`src/rtl/top_level_dec_pkg.sv`:
```
// Shared definitions for the RSA datapath: FSM state encoding and default operand width.
// The encryption top imports the same package, so both sides agree on both.
package top_level_dec_pkg;

    localparam int RSA_WIDTH = 128;

    typedef enum logic [2:0] {
        ST_IDLE  = 3'd0,
        ST_CHECK = 3'd1,
        ST_SQR   = 3'd2,
        ST_MUL   = 3'd3,
        ST_FIN   = 3'd4
    } state_t;

endpackage

```
`src/rtl/top_level_dec_modmul.sv`:
```
// Interleaved shift-add modular multiplier: result = a*b mod n, one bit of b per cycle, MSB first.
// done is high during the last iteration; result shows the final value then and is held afterwards.
module rsa_modmul
    import top_level_dec_pkg::*;
#(
    parameter int WIDTH = RSA_WIDTH
) (
    input  logic             clk,
    input  logic             reset,
    input  logic             start,
    input  logic [WIDTH-1:0] a,
    input  logic [WIDTH-1:0] b,
    input  logic [WIDTH-1:0] n,
    output logic             done,
    output logic [WIDTH-1:0] result
);

    localparam int CW = (WIDTH > 1) ? $clog2(WIDTH) : 1;

    logic [WIDTH-1:0] a_q, b_q, n_q, acc, red;
    logic [CW-1:0]    cnt;
    logic             running;
    logic [WIDTH+1:0] nx, t, t1;

    // acc < n always, so t = 2*acc + a < 3n: two conditional subtractions suffice
    always_comb begin
        nx  = {2'b00, n_q};
        t   = {1'b0, acc, 1'b0} + (b_q[cnt] ? {2'b00, a_q} : '0);
        t1  = (t >= nx) ? t - nx : t;
        red = WIDTH'((t1 >= nx) ? t1 - nx : t1);
    end

    assign done   = running && (cnt == '0);
    assign result = done ? red : acc;

    always_ff @(posedge clk or posedge reset) begin
        if (reset) begin
            a_q     <= '0;
            b_q     <= '0;
            n_q     <= '0;
            acc     <= '0;
            cnt     <= '0;
            running <= 1'b0;
        end else if (start) begin
            a_q     <= a;
            b_q     <= b;
            n_q     <= n;
            acc     <= '0;
            cnt     <= CW'(WIDTH - 1);
            running <= 1'b1;
        end else if (running) begin
            acc <= red;
            cnt <= cnt - 1'b1;
            if (cnt == '0)
                running <= 1'b0;
        end
    end

endmodule

```
`src/rtl/top_level_dec.sv`:
```
// RSA decryption top: message = ciphertext^d_key mod n via left-to-right square-and-multiply.
// Every exponent bit is visited, so latency depends only on popcount(d_key).
module top_level_dec
    import top_level_dec_pkg::*;
#(
    parameter int WIDTH = RSA_WIDTH
) (
    input  logic             clk,
    input  logic             reset,
    input  logic             start,
    input  logic [WIDTH-1:0] ciphertext,
    input  logic [WIDTH-1:0] d_key,
    input  logic [WIDTH-1:0] n,
    output logic             busy,
    output logic             done,
    output logic [WIDTH-1:0] message,
    output logic             err
);

    localparam int IW = (WIDTH > 1) ? $clog2(WIDTH) : 1;

    state_t           state;
    logic [WIDTH-1:0] c_q, d_q, n_q, r;
    logic [IW-1:0]    idx;
    logic             bad;
    logic             mm_start, mm_done;
    logic [WIDTH-1:0] mm_b, mm_res;

    // operands are sampled by the multiplier only on its start cycle
    assign mm_b = (state == ST_MUL) ? c_q : r;

    rsa_modmul #(.WIDTH(WIDTH)) u_modmul (
        .clk    (clk),
        .reset  (reset),
        .start  (mm_start),
        .a      (r),
        .b      (mm_b),
        .n      (n_q),
        .done   (mm_done),
        .result (mm_res)
    );

    always_ff @(posedge clk or posedge reset) begin
        if (reset) begin
            state    <= ST_IDLE;
            c_q      <= '0;
            d_q      <= '0;
            n_q      <= '0;
            r        <= '0;
            idx      <= '0;
            bad      <= 1'b0;
            mm_start <= 1'b0;
            busy     <= 1'b0;
            done     <= 1'b0;
            message  <= '0;
            err      <= 1'b0;
        end else begin
            done     <= 1'b0;
            mm_start <= 1'b0;
            case (state)
                ST_IDLE: if (start) begin
                    c_q   <= ciphertext;
                    d_q   <= d_key;
                    n_q   <= n;
                    idx   <= IW'(WIDTH - 1);
                    r     <= WIDTH'(1);
                    bad   <= 1'b0;
                    busy  <= 1'b1;
                    state <= ST_CHECK;
                end
                ST_CHECK: begin
                    if (n_q == '0 || c_q >= n_q) begin
                        bad   <= 1'b1;
                        state <= ST_FIN;
                    end else if (n_q == WIDTH'(1)) begin
                        r     <= '0;
                        state <= ST_FIN;
                    end else begin
                        mm_start <= 1'b1;
                        state    <= ST_SQR;
                    end
                end
                ST_SQR: if (mm_done) begin
                    r <= mm_res;
                    if (d_q[idx]) begin
                        mm_start <= 1'b1;
                        state    <= ST_MUL;
                    end else if (idx == '0) begin
                        state <= ST_FIN;
                    end else begin
                        idx      <= idx - 1'b1;
                        mm_start <= 1'b1;
                        state    <= ST_SQR;
                    end
                end
                ST_MUL: if (mm_done) begin
                    r <= mm_res;
                    if (idx == '0) begin
                        state <= ST_FIN;
                    end else begin
                        idx      <= idx - 1'b1;
                        mm_start <= 1'b1;
                        state    <= ST_SQR;
                    end
                end
                ST_FIN: begin
                    message <= bad ? '0 : r;
                    err     <= bad;
                    done    <= 1'b1;
                    busy    <= 1'b0;
                    state   <= ST_IDLE;
                end
                default: state <= ST_IDLE;
            endcase
        end
    end

endmodule

```
`config.mk`:
```
export PLATFORM = sky130hd
export DESIGN_NAME = top_level_dec
export DESIGN_NICKNAME = d
export VERILOG_FILES = /design/src/rtl/top_level_dec_pkg.sv /design/src/rtl/top_level_dec_modmul.sv /design/src/rtl/top_level_dec.sv
export SDC_FILE = /design/constraint.sdc
export NUM_CORES = 2
export LEC_CHECK = 0
export ABC_CLOCK_PERIOD_IN_PS = 45300
export CAP_MARGIN = 15
export CELL_PAD_IN_SITES_DETAIL_PLACEMENT = 0
export CELL_PAD_IN_SITES_GLOBAL_PLACEMENT = 1
export CORE_ASPECT_RATIO = 2
export CORE_MARGIN = 2
export CORE_UTILIZATION = 25
export CTS_CLUSTER_SIZE = 10
export DETAILED_ROUTE_END_ITERATION = 10
export PLACE_DENSITY_LB_ADDON = 0.15
export SLEW_MARGIN = 20
export SYNTH_ARGS = -nofsm -noshare
export SYNTH_HDL_FRONTEND = slang
export SYNTH_SLANG_ARGS = --single-unit
```
`constraint.sdc`:
```
create_clock -name clk -period 45.3 [get_ports clk]
set_input_delay 13.59 -clock clk [delete_from_list [all_inputs] [get_ports clk]]
set_output_delay 13.59 -clock clk [all_outputs]
set_load 0.01 [all_outputs]
```
Yosys cells after proc, flatten, opt, wreduce, memory -nomap -nowiden
Cells that the tools add are included.
- flip-flop bits (word level): 1175
- latch bits: 0
- RAM bits: 0
- bits in read-only memories: 0
- bits of input ports: 387
- output and inout port bits: 131
- memories kept: 0
- add/sub/neg operators: 5
- multipliers: 0
- div/mod/pow operators: 0
- order comparisons: 5
- equal/unequal tests: 13
- shift-type cells: 0
- mux-type cells: 48
- bitwise logic cells: 0
- reductions and logical operators: 18
- operator list (operator ; count):
    $mux 128 ; 10
    $pmux 128 s3 ; 1
    $ge 130x128->1 ; 2
    $add 129x130->130 ; 1
    $mux 130 ; 1
    $sub 130x128->130 ; 1
    $eq 128x1->1 const B ; 1
    $ge 128x128->1 ; 1
    $logic_not 128->1 ; 1
    $sub 128x128->128 ; 1
    $mux 7 ; 7
    $mux 3 ; 7
    $pmux 7 s3 ; 1
    $lt 7x8->1 const B ; 2
    $mux 1 ; 15
    $bmux 1 s7 ; 2
    $logic_not 7->1 ; 2
    $ne 2x2->1 const B ; 7
    $sub 7x1->7 const B ; 2
    $pmux 3 s4 ; 1
    $reduce_and 5->1 ; 2
    $eq 3x2->1 const B ; 2
    $reduce_and 3->1 ; 2
    $reduce_bool 2->1 ; 3
    11 further kinds ; 14

Longest topological paths before layout
- depth after elaboration: 10
- mapped depth: 58

Modules after synthesis
From an unflattened synthesis, not the netlist that was laid out.
- cells, all modules: 9607
- area total of the unflattened synthesis: 81229.2 µm²
- modules (own cells, without submodules) (module ; instances ; cells each ; area an instance (µm²) ; seq. area each (µm²)):
    rsa_modmul ; 1 ; 6315 ; 49992.9 ; 13012.5
    top_level_dec ; 1 ; 3292 ; 31236.2 ; 16390.7

Least setup slack after synthesis
Ideal clock, no wire load.
- path kind: input to register
- start: input port start
- end: register n_q[100]
- setup time: 0.083 ns
- data arrival time: 14.838 ns
- required time: 45.217 ns
- path slack: 30.380 ns
- cell stages on the path: 7
- path buffers: 3
- cells stage by stage: o31a_1 > nor3b_1 > clkbuf_1 > clkbuf_1 > buf_1 > nand2_1 > o21ai_0
- longest elaborated chain between the ends: 1
- ends and longest elaborated chain (what ; RTL line ; RTL):
    start: declaration ; top_level_dec.sv:10 ; input logic start,
    $reduce_and 2->1 (no line) ; n/a ;
    end signal: assignment ; top_level_dec.sv:64 ; n_q <= n;
    end: declaration ; top_level_dec.sv:23 ; logic [WIDTH-1:0] c_q, d_q, n_q, r;
No other way between the ends.
A chain may end at the register's enable or synchronous reset.

Final worst setup path
- start: register u_modmul.cnt[0]
- end: register u_modmul.acc[82]
- longest elaborated chain between the ends: 10
- ends and longest elaborated chain (what ; RTL line ; RTL):
    start: declaration ; top_level_dec_modmul.sv:21 ; logic [CW-1:0] cnt;
    start signal: assignment ; top_level_dec_modmul.sv:49 ; cnt <= CW'(WIDTH - 1);
    start signal: assignment ; top_level_dec_modmul.sv:53 ; cnt <= cnt - 1'b1;
    $bmux 1 s7 * ; top_level_dec_modmul.sv:28 ; t = {1'b0, acc, 1'b0} + (b_q[cnt] ? {2'b00, a_q} : '0);
    $mux 1 (not written as such) * ; top_level_dec_modmul.sv:28 ;
    $mux 128 * ; top_level_dec_modmul.sv:28 ;
    $add 129x130->130 * ; top_level_dec_modmul.sv:28 ;
    $sub 130x128->130 or $ge 130x128->1 (tied branches) ; top_level_dec_modmul.sv:29 ; t1 = (t >= nx) ? t - nx : t;
    $mux 130 * ; top_level_dec_modmul.sv:29 ;
    $sub 128x128->128 or $ge 130x128->1 (tied branches) ; top_level_dec_modmul.sv:30 ; red = WIDTH'((t1 >= nx) ? t1 - nx : t1);
    $mux 128 * ; top_level_dec_modmul.sv:30 ;
    $mux 128 * ; top_level_dec_modmul.sv:51 ; end else if (running) begin
    $mux 128 * ; top_level_dec_modmul.sv:44 ; end else if (start) begin
    end signal: assignment ; top_level_dec_modmul.sv:52 ; acc <= red;
    end: declaration ; top_level_dec_modmul.sv:20 ; logic [WIDTH-1:0] a_q, b_q, n_q, acc, red;
Every way passes the cells marked *; elsewhere a longest branch is shown, timed or not. The select of a mux whose other input is x is not followed.

==> flow_metrics.py <==
metrics = {
    "cells_and_area": {
        "stdcell_area_sq_mm": 0.09171,
        "final_cell_mix": "nand2_1, dfrtp_1, a21oi_1",
        "fillCellCount": 33680,
        "drive_above_1_share_pct": 6.439,
        "multi_input_area_sq_mm": 0.04547,
        "seqCellArea_sq_mm": 0.02942,
        "final_common_cell": "nand2_1",
        "synthToLayoutAreaGrowth_pct": 16.89,
        "final_nets": 10170,
    },
    "worst_setup_path": {
        "cp_slowest_cell": "dfrtp_2",
        "crit_top_cell": "buf_4",
        "critPathKind": "reg -> reg",
        "path_buf_inv": 7,
        "cp-start-kind": "flop",
        "crit_fanout": 50,
        "timing.critical_path.max_delay_family": "compound AO/OA/AOI/OAI gates",
        "critPathLaunch": "u_modmul.cnt[0]",
        "worst_r2r_endpoint": "u_modmul.acc[82]",
        "rr_worst_depth": 49,
        "r2r_slack_ns": 26.02,
        "required_ns": 46.02,
        "crit_end": "u_modmul.acc[82]",
        "endpoint_kind": "flop",
        "cp_slowest_stage_delay_ns": 0.89,
        "r2r_start": "u_modmul.cnt[0]",
        "cp.arrival_ns": 19.99,
        "timing.critical_path.depth": 49,
    },
    "yosys": {
        "synth-seq-cells": 1175,
        "synth_compound_area_share_pct": 19.88,
        "postSynthAreaPerCell_sq_um": 8.665,
        "yosysSeqAreaShare_pct": 37.48,
        "synth-adder-area-share_pct": 8.273,
        "synth_xor_area_share_pct": 4.208,
        "synth_ff_type": "dfrtp_1",
        "synthTopCellsByArea": "dfrtp_1, ha_1, nand2_1",
        "synth_top_family_by_area": "compound AO/OA/AOI/OAI gates",
        "synth.area.mux_share_pct": 7.863,
        "yosysTopAreaCell": "dfrtp_1",
        "synthSimpleGateAreaFrac_pct": 17.50,
        "async_flop_share_pct": 100.0,
        "syn_inst": 9055,
        "synth_top_area_share_pct": 37.48,
        "synth_nets": 9959,
        "yosysWarnings": 0,
        "synth_edf_count": 0,
        "syn_area_sq_mm": 0.07846,
        "ys_types": 103,
    },
    "floorplan": {
        "dieHeight_um": 796.3,
        "die_area_sq_mm": 0.3186,
        "core_area_sq_mm": 0.3131,
        "start_util_pct": 25.06,
        "rows": 291,
        "ios": 518,
        "die-width_um": 400.1,
    },
    "flow_run": {
        "drv_cap": 0,
    },
    "status": {
        "status": "complete, no violations",
    },
    "clock_tree": {
        "cts.sinks": 1175,
        "postCtsSetupBuffers": 0,
        "ctsHtreeMaxLevel": 4,
        "clock_path_buffers": 4,
        "clk_pin_slew_ns": 0.06,
        "cts_tree": "done",
        "cts_repair_resize_count": 0,
        "hold_buffers": 0,
        "cts-buffers-inserted": 150,
        "clock_latency_ns": 0.89,
        "root_buffer": "clkbuf_16",
    },
    "placed_design": {
        "numPortBuffers": 517,
        "gp_congestion": 0.9212,
        "place_hpwl_mm": 252.2,
        "placed_area_sq_mm": 0.08753,
    },
    "timing": {
        "fmax_ghz": 0.05188,
        "tightest_slew_ns": 1.190,
        "setup_tns_ns": 0,
        "slew_viol_final": 0,
        "relSlewSlack_pct": 19.93,
        "hold-worst-slack_ns": 0.4672,
        "fin_skew_ns": 0.09439,
        "grt_setup_unrepaired": "false",
        "hold_viol": 0,
        "setup_viol": 0,
        "fin_crit_sh_pct": 42.55,
        "min_period_ns": 19.28,
    },
    "route": {
        "detailroute.via_count": 66480,
        "vias_per_cell": 4.957,
        "ant_nets": 0,
        "drc": 0,
        "finalWirelength_mm": 321.5,
        "drt_iter0_markers": 3912,
        "drt_pre_antenna_iters": 8,
        "avgRoutedWirePerCell_um": 23.98,
    },
    "global_route": {
        "grt_pass1_vias": 68540,
        "grt_max_degree": 188,
        "grt_pass1_wl_mm": 475.1,
        "antenna_found_initial": 28,
        "grtUsageTotal_pct": 19.82,
        "grt-ovfl-total": 0,
    },
    "min_path": {
        "hold_path_depth": 2,
        "hold_path_class": "reg -> reg",
    },
}
worst min path at each step:
| stage | start | end | slack (ns) |
|---|---|---|---|
| after floorplan | d_q[102] | d_q[102] | 0.44 |
| after global placement | d_q[35] | d_q[35] | 0.45 |
| after detailed placement | d_q[26] | d_q[26] | 0.46 |
| after CTS | d_q[26] | d_q[26] | 0.47 |
| after global routing | d_q[114] | d_q[114] | 0.48 |
| final | d_q[26] | d_q[26] | 0.47 |
kinds of logic after synthesis:
logic type	Yosys count
flip-flops	1175
AND/OR/NAND/NOR	3066
buffers and inverters	958
adder cells (fa/ha/maj)	517
multiplexers	492
AO/OA/AOI/OAI	2470
XOR/XNOR	377
state kept, by name, indices dropped and copies added (netlist names), 3 cells and up:
name / flops
u_modmul.n_q: 128
idx: 7
r: 128
state: 3
message: 128
c_q: 128
u_modmul.acc: 128
n_q: 128
u_modmul.a_q: 128
d_q: 128
u_modmul.b_q: 128
u_modmul.cnt: 7
tightest hold or removal path: stages (launching register included):
cell and delay [ns]:
dfrtp_1 0.34, nand2_1 0.05, nand2_1 0.05
stage by stage:
step | util [%] | setup slack, ns | cells
6_report | 29.29 | 26.02 | 13410
5_1_grt | 29.29 | 25.14 | 13410
4_1_cts | 29.27 | 25.78 | 13400
3_5_place_dp | 27.95 | 25.57 | 13220
3_3_place_gp | 27.94 | 25.53 | 13220
2_1_floorplan | - | 15.48 | 9055
Yosys cell counts, drive strengths merged, types with 177 or more instances:
master / number
nand2: 1550
dfrtp: 1175
o21ai: 692
a21oi: 686
nor2: 596
ha: 514
clkbuf: 461
inv: 397
a21o: 310
mux2i: 259
xnor2: 224
nand2b: 188
nor2b: 177
area by class of cell:
class | instances | share of cell area (%)
clock buffers | 170 | 4.220
repair buffers | 620 | 6.584
clock inverters | 18 | 0.2879
multi-input cells | 6922 | 49.58
flip-flops and latches | 1175 | 32.08
well taps | 4102 | 5.596
inverters | 397 | 1.629
diodes | 7 | 0.01910
routing by layer:
metal,vias up,track usage [%],wire length [um],part of all wire [%]
met5,-,0,126,0.039
met2,1421,32.56,149500,47
met1,32390,27.10,149800,47
met4,20,5.851,10260,3.2
li1,32280,-,-,-
met3,371,2.321,11870,3.7
Power is not shown: default switching activity piles up to over one toggle a cycle in this logic, so the estimate is an artifact.
